===== config.mk =====
export PLATFORM = sky130hd
export DESIGN_NAME = load_store_unit
export DESIGN_NICKNAME = d
export VERILOG_FILES = /design/src/rtl/load_store_unit.sv
export SDC_FILE = /design/constraint.sdc
export NUM_CORES = 1
export LEC_CHECK = 0
export ABC_AREA = 1
export BUFFER_PORTS_ARGS = -buffer_cell sky130_fd_sc_hd__buf_2
export CORE_ASPECT_RATIO = 1.2
export CORE_UTILIZATION = 45
export CTS_CLUSTER_SIZE = 28
export DETAILED_ROUTE_END_ITERATION = 8
export PLACE_DENSITY = 0.75
export SLEW_MARGIN = 20
export SYNTH_ARGS = -nofsm -noshare
export SYNTH_HDL_FRONTEND = slang
export SYNTH_SLANG_ARGS = --single-unit

===== constraint.sdc =====
create_clock -name CLK -period 4.1 [get_ports CLK]
set_input_delay 0.205 -clock CLK [delete_from_list [all_inputs] [get_ports CLK]]
set_output_delay 0.205 -clock CLK [all_outputs]
set_load 0.005 [all_outputs]

===== src/rtl/load_store_unit.sv =====
// load_store_unit: sequences one CPU load/store onto a byte-addressed memory port with sign/zero extension and timeout.
// Optional LSU_MISALIGN_TRAP_EN: misaligned half/word accesses complete with err instead of reaching memory.
module load_store_unit #(
    parameter int TIMEOUT = 16
) (
    input  logic        CLK,
    input  logic        RST,
    input  logic        start,
    input  logic        we,
    input  logic [2:0]  funct3,
    input  logic [31:0] addr,
    input  logic [31:0] wdata,
    output logic [31:0] rdata,
    output logic        done,
    output logic        err,
    output logic        busy,
    output logic        mem_request,
    output logic [2:0]  mem_bhw,
    output logic        mem_WR_nRD,
    output logic [31:0] mem_ADR,
    output logic [31:0] mem_DATA,
    input  logic [31:0] mem_DATAOUT,
    input  logic        mem_send
);
    localparam int CW = $clog2(TIMEOUT + 1);

    typedef enum logic [1:0] {IDLE, REQ, WAIT, RESP} state_t;

    state_t        state;
    logic [CW-1:0] cnt;
    logic [2:0]    f3_q;
    logic          we_q;
    logic [2:0]    size;
    logic          bad_op;
    logic          misalign;
    logic [31:0]   ext;

    always_comb begin
        size = funct3[1:0] == 2'b00 ? 3'b001 :
               funct3[1:0] == 2'b01 ? 3'b010 :
               funct3[1:0] == 2'b10 ? 3'b100 : 3'b000;
        bad_op = we ? (funct3[2] | (&funct3[1:0])) : ((&funct3[1:0]) | (funct3[2] & funct3[1]));
`ifdef LSU_MISALIGN_TRAP_EN
        misalign = (size[1] & addr[0]) | (size[2] & (|addr[1:0]));
`else
        misalign = 1'b0;
`endif
        // funct3[2] selects the unsigned variants, which suppress the sign fill
        ext = f3_q[1] ? mem_DATAOUT :
              f3_q[0] ? {{16{~f3_q[2] & mem_DATAOUT[15]}}, mem_DATAOUT[15:0]} :
                        {{24{~f3_q[2] & mem_DATAOUT[7]}}, mem_DATAOUT[7:0]};
    end

    always_ff @(posedge CLK or posedge RST) begin
        if (RST) begin
            state       <= IDLE;
            cnt         <= '0;
            f3_q        <= '0;
            we_q        <= 1'b0;
            rdata       <= '0;
            done        <= 1'b0;
            err         <= 1'b0;
            busy        <= 1'b0;
            mem_request <= 1'b0;
            mem_bhw     <= '0;
            mem_WR_nRD  <= 1'b0;
            mem_ADR     <= '0;
            mem_DATA    <= '0;
        end else begin
            case (state)
                IDLE: if (start) begin
                    busy <= 1'b1;
                    we_q <= we;
                    f3_q <= funct3;
                    if (bad_op || misalign) begin
                        done  <= 1'b1;
                        err   <= 1'b1;
                        state <= RESP;
                    end else begin
                        mem_request <= 1'b1;
                        mem_bhw     <= size;
                        mem_WR_nRD  <= we;
                        mem_ADR     <= addr;
                        mem_DATA    <= wdata;
                        state       <= REQ;
                    end
                end
                REQ: begin
                    mem_request <= 1'b0;
                    cnt         <= '0;
                    state       <= WAIT;
                end
                WAIT: if (mem_send) begin
                    if (!we_q) rdata <= ext;
                    done  <= 1'b1;
                    err   <= 1'b0;
                    state <= RESP;
                end else if (cnt == CW'(TIMEOUT - 1)) begin
                    done  <= 1'b1;
                    err   <= 1'b1;
                    state <= RESP;
                end else begin
                    cnt <= cnt == CW'(TIMEOUT) ? cnt : cnt + 1'b1;
                end
                RESP: begin
                    done  <= 1'b0;
                    err   <= 1'b0;
                    busy  <= 1'b0;
                    state <= IDLE;
                end
                default: state <= IDLE;
            endcase
        end
    end
endmodule


==> summary.txt, run 1 <==
Final Skew: 0.0125 ns
status: complete, but fails checks
Worst setup EP type: flop
DRC viols: 0
flops & latches, synth: 115
Clock transition at path regs: 0.05 ns
syn nets: 682
GR Overflow Total: 0
Cells after Synth: 571
fmax: 460 MHz
CTS sink cnt: 115
drt wl/cell: 13.8 µm
Slew headroom: 29.4%
setup_tns: 0 ns
CP arrival: 2.46 ns
Final Max Tran Viols: 0
PwrDens: 725 nW/µm²
slowest cell on the critical path: nor3_4
register area share after synthesis: 59.5%
Crit Path Max Fanout: 25
Period Utilization, post-route: 53.0%
final-report hold violation count: 1
Routed WL: 13500 µm
postcts setup bufs: 0
WS Path Type: flop to flop
Starting Density: 46.2%
CTS root buf: clkbuf_16
total CTS buffers: 17
utilization after layout: 68.6%
unique cell type count in the Yosys netlist: 18
Max VDD drop: 0.000383 V
Post-DRT Antenna Nets: 0
layout cells sized above 1: 29.3%
total number of yosys warnings: 0
antenna violations before repair: 0
largest net degree at the start of global routing: 76
final std cells w/o fill: 981
Syn Area/Cell: 8.48 µm²
worst hold path class: input port to asynchronous set/reset pin
die area: 11200 µm²
Max-Cap Viols: 0
Tot Pwr: 5.21 mW
DR iter-0 viols: 263
hold_ws: -0.00119 ns
failing checks: negative hold slack
Chip Width: 96.7 µm
Area growth, synth to finish: 48.4%
core area: 10500 µm²
first-pass GRT wire length: 21400 µm
number of global-route vias before repair: 4512
clk_lat worst skew: 0.41 ns
IO buf count: 207
Inst Count DP: 885
Clock Path Buffers: 2
num ports: 208
gr usage total: 24.5%
Pleak: 4.10 nW
startpoint types: flop
Final nets: 950
crit path cell chain: inv_1 -> ha_1 -> inv_2 -> nor3_4 -> inv_2 -> nand2_1 -> nand2_1
via count: 4724
Critical Path RT: 4.39 ns
# diodes: 0
synthesized area: 4840 µm²
minimum clock period after layout: 2.17 ns
RePlAce Congestion: 0.860
drt via density: 4.82
# setup viols final: 0
DP HPWL: 8310 µm
First-pass DRT Iterations: 4
FP Rows: 41
TritonCTS clock tree: built
# H-tree levels: 4
RSZ-0062 raised after global routing: no
CP max stage delay: 0.59 ns
worst-margin pin slew: 1.06 ns
DIE HEIGHT: 116 µm
cells in the final DEF (no fill, tap or decap):
master / synthesis / layout
a21oi_1: 1 / 1
buf_2: 14 / 207
buf_4: 0 / 3
bufinv_16: 0 / 5
clkbuf_1: 3 / 1
clkbuf_16: 0 / 17
clkbuf_8: 0 / 3
clkinv_2: 0 / 6
dfrtp_1: 115 / 115
dlygate4sd3_1: 0 / 64
ha_1: 7 / 7
inv_1: 17 / 16
inv_2: 5 / 5
inv_4: 0 / 1
nand2_1: 333 / 333
nand2_2: 2 / 2
nand3_1: 18 / 18
nand4_1: 1 / 1
nor2_1: 11 / 11
nor3_4: 1 / 1
nor3b_1: 1 / 1
o21a_1: 8 / 8
o21ai_0: 25 / 25
o22ai_1: 1 / 1
cells by family after synthesis:
| kind of cell | after synthesis | synth area share (%) |
|---|---|---|
| buffers and inverters | 47 | 5.25 |
| AOI/OAI and AO/OA | 35 | 4.06 |
| adders and majority gates | 7 | 1.81 |
| and+or+nand+nor | 367 | 29.4 |
| DFF | 115 | 59.5 |
where the power goes:
part / total (mW) / leakage [nW] / switching [mW] / internal [mW]
Clock: 1.61 / 0.326 / 0.491 / 1.12
Combinational: 1.63 / 2.33 / 0.900 / 0.727
Sequential: 1.97 / 1.44 / 0.332 / 1.64
Total: 5.21 / 4.10 / 1.72 / 3.49
flip-flops by register name, indices dropped and copies added (netlist names):
| name | cells |
|---|---|
| done | 1 |
| busy | 1 |
| cnt | 5 |
| mem_ADR | 32 |
| mem_request | 1 |
| f3_q | 3 |
| mem_DATA | 32 |
| rdata | 32 |
| we_q | 1 |
| mem_bhw | 3 |
| mem_WR_nRD | 1 |
| state | 2 |
| err | 1 |
worst paths after layout:
check                                         from                        to  slack [ns]  depth (start not counted)
min in group CLK                         wdata[29]  mem_DATA[29]$_DFFE_PP0P_        0.01                          3
min reg2reg                mem_DATA[3]$_DFFE_PP0P_   mem_DATA[3]$_DFFE_PP0P_        0.47                          2
max reg2reg                   state[0]$_DFFE_PP0P_     rdata[21]$_DFFE_PP0P_        1.93                          7
max                           state[0]$_DFFE_PP0P_     rdata[21]$_DFFE_PP0P_        1.93                          7
min                                            RST  mem_DATA[26]$_DFFE_PP0P_      -0.001                          2
max in group asynchronous                      RST   mem_ADR[14]$_DFFE_PP0P_        3.02                          3
Yosys cell counts (all sizes together):
library cell  number  area share (%)
nor3b              1            0.16
inv               22             1.7
o22ai              1            0.13
dfrtp            115              59
nand3             18             1.9
clkbuf             3            0.23
nor3               1            0.34
a21oi              1            0.10
nand2            335              26
o21ai             25             2.6
ha                 7             1.8
buf               22             3.3
o21a               8             1.2
nand4              1            0.13
nor2              11            0.85
cell type report:
class / count / area [µm²]
fill: 814 / 3280
sequential: 115 / 2880
multi-input combinational: 409 / 1710
timing repair buffer: 274 / 1700
clock buffer: 21 / 470
clock inverter: 11 / 180
tap: 129 / 161
inverter: 22 / 85.1
critical path, delay by kind of cell, from the launching register on:
family / cells / cell delay (ns)
AND/OR/NAND/NOR: 3 / 0.86
buffers and inverters: 3 / 0.56
flip-flops: 1 / 0.42
adder cells (fa/ha/maj): 1 / 0.22
metrics by stage:
step	instance area (µm²)	setup WS [ns]
6_report	7180	1.93
5_1_grt	7180	1.72
4_1_cts	7180	1.97
3_5_place_dp	5890	2.01
3_3_place_gp	5890	2.10
2_1_floorplan	4840	0.851
routing by layer:
metal  vias to the layer above  wire length (µm)  global-route usage (%)
li1                       2293                 -                       -
met1                      2184              5430                    28.4
met2                       204              6800                    41.4
met3                        43               799                    7.06
met4                         0               503                    13.2
met5                         -                 0                       0
what timing repair did:
item / CTS / global route
hold buffers: 64 / 0
resized for setup: 0 / 0
hold endpoints to repair: 64 / 0
Power figures use the tool's default switching activity.
==> run 2: changes to the inputs <==
--- a/config.mk
+++ b/config.mk
@@ -5,10 +5,10 @@
 export SDC_FILE = /design/constraint.sdc
 export NUM_CORES = 1
 export LEC_CHECK = 0
-export ABC_AREA = 1
+export ABC_AREA = 0
 export BUFFER_PORTS_ARGS = -buffer_cell sky130_fd_sc_hd__buf_2
 export CORE_ASPECT_RATIO = 1.2
-export CORE_UTILIZATION = 45
+export CORE_UTILIZATION = 43
 export CTS_CLUSTER_SIZE = 28
 export DETAILED_ROUTE_END_ITERATION = 8
 export PLACE_DENSITY = 0.75
==> constraint.sdc (replaced) <==
create_clock -name CLK -period 1.9 [get_ports CLK]
set_input_delay 0.095 -clock CLK [delete_from_list [all_inputs] [get_ports CLK]]
set_output_delay 0.095 -clock CLK [all_outputs]
set_load 0.005 [all_outputs]
==> summary.txt, run 2 <==
sequential share of power: 35.2% (-2.7 points)
biggest registers after layout: mem_ADR x32, mem_DATA x32, rdata x32
worst hold path class: input port to flop
Starting Density: 44.1% (-2.1 points)
WS Path Type: flop to flop
# H-tree levels: 4 (unchanged)
drt wl/cell: 16.4 µm (+19%)
syn nets: 470 (-31%)
Inst Count DP: 689 (-22%)
Comb pwr share: 35.6% (+4.4 points)
DR iter-0 viols: 157 (-40%)
core area: 11000 µm² (+4.9%)
Final WS setup: 0.0466 ns (-1.88 ns)
Max VDD drop: 0.000846 V (+120%)
post-synth top area cell: dfrtp_1
post-synthesis mux area share: 22.6% (+23 points)
Max-Cap Viols: 0 (unchanged)
Slew headroom: 58.6% (+29 points)
# setup viols final: 0 (unchanged)
status: finished clean
Synth Area in Compound Gates: 7.87% (+3.8 points)
startpoint types: flop
clock group share of total power: 29.2% (-1.7 points)
FF-to-FF path depth: 8 (+1)
largest net degree at the start of global routing: 69 (-9.2%)
FP Rows: 42 (+2.4%)
layout cells sized above 1: 50.8% (+21 points)
fmax: 540 MHz (+17%)
clk_lat worst skew: 0.39 ns (-0.02 ns)
Pleak: 3.85 nW (-6.1%)
Final Skew: 0.00807 ns (-0.00440 ns)
unique cell type count in the Yosys netlist: 34 (+16)
antenna violations before repair: 0 (unchanged)
number of global-route vias before repair: 4188 (-7.2%)
die area: 11700 µm² (+4.7%)
worst-margin pin slew: 0.619 ns (-0.440 ns)
Yosys top cell area share: 59.4% (-0.092 points)
synth top area cells: dfrtp_1 (59%), mux2_4 (12%), mux2_2 (9.1%)
Critical Path RT: 2.19 ns (-2.20 ns)
drt via density: 4.97 (+3.2%)
XOR/XNOR Fraction of Synth Area: 0.181% (+0.18 points)
largest family of logic cells by synthesized area: multiplexers
gr usage total: 23.2% (-1.3 points)
Syn Area/Cell: 13.5 µm² (+59%)
Worst setup endpoint: cnt[3]$_DFFE_PP0P_
crit path cell chain: ha_2 -> and3_4 -> ha_4 -> nor3b_4 -> buf_4 -> nand4_1 -> xnor2_1 -> and2_1
final-report hold violation count: 0 (-1)
DIE HEIGHT: 118 µm (+2.3%)
most common cell after layout, fill and taps aside: buf_2
minimum clock period after layout: 1.85 ns (-0.321 ns)
EDFF count, synth: 0 (unchanged)
Area growth, synth to finish: 59.7%
First-pass DRT Iterations: 5 (+1)
pre-CTS setup slack: -0.0937 ns (-2.10 ns)
final std cells w/o fill: 813 (-17%)
via count: 4040 (-14%)
Crit Path Max Fanout: 3 (-88%)
list of most frequent post-synthesis cells: dfrtp_1 (115), mux2_2 (39), mux2_4 (39)
CTS root buf: clkbuf_16
synthesized area: 4850 µm² (+0.16%)
CP max stage delay: 0.39 ns (-0.20 ns)
num ports: 208 (unchanged)
Period Utilization, post-route: 97.5% (+45 points)
TritonCTS clock tree: built
Chip Width: 98.9 µm (+2.3%)
simple-gate share of the synthesized area: 4.70% (-25 points)
Routed WL: 13400 µm (-1.3%)
Final nets: 779 (-18%)
Sw Pwr: 3.83 mW (+120%)
total CTS buffers: 17 (unchanged)
Critical R2R Capture: cnt[3]$_DFFE_PP0P_
PwrDens: 1630 nW/µm² (+120%)
GR Overflow Total: 0 (unchanged)
Post-DRT Antenna Nets: 0 (unchanged)
most frequent cell after synthesis: dfrtp_1
first-pass GRT wire length: 20900 µm (-2.5%)
CTS sink cnt: 115 (unchanged)
Cells after Synth: 359 (-37%)
IO buf count: 207 (unchanged)
Sw Ratio: 30.4% (-2.7 points)
Clock transition at path regs: 0.06 ns (about the same)
# diodes: 0 (unchanged)
DRC viols: 0 (unchanged)
flop2flop setup slack: 0.05 ns (-1.88 ns)
cell internal pwr: 8.78 mW (+150%)
CP arrival: 2.14 ns (-0.32 ns)
share of flip-flops with an asynchronous set or reset: 100% (unchanged)
total number of yosys warnings: 0 (unchanged)
Top FF cell, synth: dfrtp_1
Worst setup EP type: flop
DP HPWL: 7940 µm (-4.5%)
RePlAce Congestion: 0.757 (-12%)
Clock Path Buffers: 2 (unchanged)
r2r startpoint: cnt[1]$_DFFE_PP0P_
register area share after synthesis: 59.4% (-0.092 points)
Final Max Tran Viols: 0 (unchanged)
Critical path origin: cnt[1]$_DFFE_PP0P_
most frequent cells in the layout: buf_2 (207), dfrtp_1 (115), dlygate4sd3_1 (88), mux2_2 (39), mux2_4 (39)
flops & latches, synth: 115 (unchanged)
slowest cell on the critical path: dfrtp_1
post-synthesis adder-cell area fraction: 1.81% (-0.0028 points)
==> run 2: cell count changes after synthesis, sizes merged, moves of 3 or more <==
cell,before,now
nand3,18,1
a21oi,1,36
clkbuf,3,6
nor2,11,29
o21a,8,0
mux2i,0,7
nand2,335,12
buf,22,15
a31oi,0,9
o21ai,25,15
inv,22,11
mux2,0,78
==> run 2: logic make-up (layout without fill, tap and decap cells) <==
| group | count (synthesis) | in the layout |
|---|---|---|
| mux | 85 | 85 |
| simple gates | 51 | 51 |
| flops | 115 | 115 |
| xor+xnor | 1 | 1 |
| compound gates | 68 | 68 |
| fa+ha+maj | 7 | 7 |
| buf+inv | 32 | 354 |
==> run 2: worst min path at each step <==
stage / start / end / slack, ns / cells past startpoint
final: mem_DATAOUT[28] / rdata[28]$_DFFE_PP0P_ / 0.02 / 3
after global routing: mem_DATAOUT[28] / rdata[28]$_DFFE_PP0P_ / 0.01 / 3
after CTS: mem_DATAOUT[21] / rdata[21]$_DFFE_PP0P_ / 0.0002 / 3
after detailed placement: RST / mem_DATA[16]$_DFFE_PP0P_ / 0.24 / 3
after global placement: RST / mem_DATA[19]$_DFFE_PP0P_ / 0.23 / 3
after floorplan: funct3[0] / mem_bhw[0]$_DFFE_PP0P_ / 0.20 / 1
==> run 2: metrics by stage <==
step | power, mW | util (%) | TNS, ns | hold WS (ns) | instance area [µm²]
3_5_place_dp | 8.57 | 55.5 | -0.335 | 0.243 | 6090
4_1_cts | 12.5 | 70.0 | 0 | 0.000184 | 7690
3_3_place_gp | 8.37 | 55.5 | 0 | 0.226 | 6090
5_1_grt | 13.3 | 70.5 | -0.0263 | 0.00960 | 7740
6_report | 12.6 | 70.5 | 0 | 0.0184 | 7740
2_1_floorplan | 6.74 | - | 0 | 0.203 | 4850
==> run 2: worst max-delay path: cells and delay by family (launching register included) <==
kind,cells,cell delay (ns)
simple gates,4,0.68
flops,1,0.39
fa+ha+maj,2,0.36
buf+inv,1,0.15
xor+xnor,1,0.15
==> run 2: metal layers <==
layer | share of wire [%] | global-route usage (%) | up-vias
met5 | 0 | 0 | -
met4 | 2.7 | 10.8 | 0
met3 | 4.6 | 6.03 | 27
met2 | 55 | 42.2 | 146
met1 | 38 | 24.7 | 1987
li1 | - | - | 1880
==> run 2: layout make-up <==
type,instances,area [µm²]
Inverter,11,45.0
Clock inverter,14,249
Multi-Input combinational cell,212,1870
Tap cell,132,165
Timing Repair Buffer,311,2100
Sequential cell,115,2880
Clock buffer,18,439
Fill cell,706,3240
==> run 2: timing repair <==
item	CTS	global route
gates resized for setup	3	8
pin swaps	1	5
buffers inserted	2	2
endpoints found under the hold margin	202	0
setup endpoints to repair	8	13
gates cloned	0	0
hold buffers	88	0
==> run 2: power groups by stage <==
stage	Clock (mW)	Sequential, mW	Combinational (mW)
6_report	3.68	4.44	4.48
5_1_grt	3.84	4.57	4.86
4_1_cts	3.74	4.40	4.37
3_5_place_dp	0	4.41	4.16
3_3_place_gp	0	4.34	4.03
2_1_floorplan	0	4.43	2.32
==> run 3: changes to the inputs <==
==> constraint.sdc (replaced) <==
create_clock -name CLK -period 1.9 [get_ports CLK]
set_input_delay 0.38 -clock CLK [delete_from_list [all_inputs] [get_ports CLK]]
set_output_delay 0.38 -clock CLK [all_outputs]
set_load 0.005 [all_outputs]
==> summary.txt, run 3 (synthesis results as in run 2) <==
drt via density: 4.99 (+0.51%)
setup_tns: 0 ns (unchanged)
num ports: 208 (unchanged)
Routed WL: 11100 µm (-17%)
biggest registers after layout: mem_ADR x32, mem_DATA x32, rdata x32
core area: 11000 µm² (unchanged)
GR Util met3: 5.62% (-0.41 points)
pre-CTS setup slack: -0.0247 ns (+0.0690 ns)
gr usage total: 19.4% (-3.8 points)
# setup viols final: 0 (unchanged)
number of global-route vias before repair: 3626 (-13%)
Final nets: 688 (-12%)
Period Utilization, post-route: 93.7% (-3.8 points)
First-pass DRT Iterations: 4 (-1)
via count: 3611 (-11%)
GR Layer Usage met2: 32.9% (-9.4 points)
GR Overflow Total: 0 (unchanged)
global-route met1 utilization: 22.4% (-2.2 points)
Clock Path Buffers: 2 (unchanged)
Pleak: 3.40 nW (-12%)
final-report hold violation count: 0 (unchanged)
Clock transition at path regs: 0.06 ns (about the same)
Final Cell Area: 6740 µm² (-13%)
PwrDens: 1730 nW/µm² (+6.1%)
utilization after layout: 61.4% (-9.1 points)
hold_ws: 0.207 ns (+0.189 ns)
WS Path Type: flop to flop
most common cell after layout, fill and taps aside: buf_2
# H-tree levels: 4 (unchanged)
first-pass GRT wire length: 17500 µm (-16%)
startpoint types: flop
Crit Path Max Fanout: 5 (+2)
Post-DRT Antenna Nets: 0 (unchanged)
Area growth, synth to finish: 39.1%
layout cells sized above 1: 57.6% (+6.8 points)
CP arrival: 2.06 ns (-0.08 ns)
die area: 11700 µm² (unchanged)
DIE HEIGHT: 118 µm (unchanged)
most frequent cells in the layout: buf_2 (207), dfrtp_1 (115), mux2_2 (39), mux2_4 (39), a21oi_1 (35)
DR iter-0 viols: 64 (-59%)
RePlAce Congestion: 0.745 (-1.5%)
Max VDD drop: 0.000806 V (-4.7%)
worst-margin pin slew: 0.599 ns (-0.0197 ns)
DP HPWL: 7930 µm (-0.16%)
minimum clock period after layout: 1.78 ns (-0.0726 ns)
CTS sink cnt: 115 (unchanged)
postcts setup bufs: 0 (-2)
Worst setup EP type: flop
Final Skew: 0.00376 ns (-0.00431 ns)
status: finished clean
IO buf count: 207 (unchanged)
Final Max Tran Viols: 0 (unchanged)
final std cells w/o fill: 723 (-11%)
CTS root buf: clkbuf_16
most used routing layer: met2
antenna violations before repair: 1 (+1)
total CTS buffers: 17 (unchanged)
Critical Path RT: 2.18 ns (about the same)
TritonCTS clock tree: built
flop2flop setup slack: 0.12 ns (+0.07 ns)
Max-Cap Viols: 0 (unchanged)
Tot Pwr: 11.6 mW (-7.6%)
Final WS setup: 0.119 ns (+0.0726 ns)
Chip Width: 98.9 µm (unchanged)
largest net degree at the start of global routing: 62 (-10%)
Starting Density: 44.1% (unchanged)
clk_lat worst skew: 0.40 ns (about the same)
fmax: 562 MHz (+4.1%)
Inst Count DP: 690 (+0.15%)
worst hold path class: input port to flop
DP Area: 6110 µm² (+0.33%)
DRC viols: 0 (unchanged)
filler cell count: 865 (+23%)
drt wl/cell: 15.4 µm (-6.1%)
Slew headroom: 59.9% (+1.3 points)
FP Rows: 42 (unchanged)
[run 3: changes by cell type in the layout (fill, tap and decap cells not counted), sizes merged]
cell and change:
diode +1, clkinvlp +6, bufinv -4, dlygate4sd3 -87, inv -3, clkbuf +1, buf -4
[run 3: routing by layer]
metal	vias to the layer above	wire [µm]
met5	-	0
met4	0	222
met3	16	670
met2	135	5730
met1	1768	4520
li1	1692	-
[run 3: timing repair]
item                                    in CTS  in global routing
pin swaps                                    0                  4
hold buffers                                 1                  0
endpoints found under the setup margin       5                 20
gates resized for setup                      1                  9
endpoints found under the hold margin       13                  0
[run 3: worst paths after layout]
check | startpoint | to | depth (start not counted)
hold / removal | addr[1] | mem_ADR[1]$_DFFE_PP0P_ | 2
setup reg to reg | cnt[1]$_DFFE_PP0P_ | cnt[2]$_DFFE_PP0P_ | 7
setup / recovery | cnt[1]$_DFFE_PP0P_ | cnt[2]$_DFFE_PP0P_ | 7
max in group asynchronous | RST | rdata[1]$_DFFE_PP0P_ | 4
hold reg to reg | mem_ADR[22]$_DFFE_PP0P_ | mem_ADR[22]$_DFFE_PP0P_ | 1
min in group asynchronous | RST | mem_DATA[15]$_DFFE_PP0P_ | 3
[run 3: power breakdown]
group | switching, mW | internal (mW) | leakage, nW | total, mW
logic | 1.75 | 2.42 | 1.78 | 4.17
clock network | 1.12 | 1.95 | 0.263 | 3.07
registers | 0.720 | 3.69 | 1.36 | 4.41
[run 3: final cells by class]
class	count	area, µm²	area share (%)
multi-input combinational	212	1860	27.6
sequential	115	2880	42.7
timing repair buffer	220	1210	18.0
antenna	1	2.50	0.0371
inverter	11	45.0	0.668
tap	132	165	2.45
clock buffer	19	443	6.57
clock inverter	13	136	2.02
[run 3: critical path, stage by stage, from the launching register on]
cell and delay, ns:
dfrtp_1 0.39, ha_2 0.20, and3_4 0.18, ha_4 0.16, nor3b_4 0.22, o31a_1 0.30, nand2_1 0.10, mux2i_1 0.12
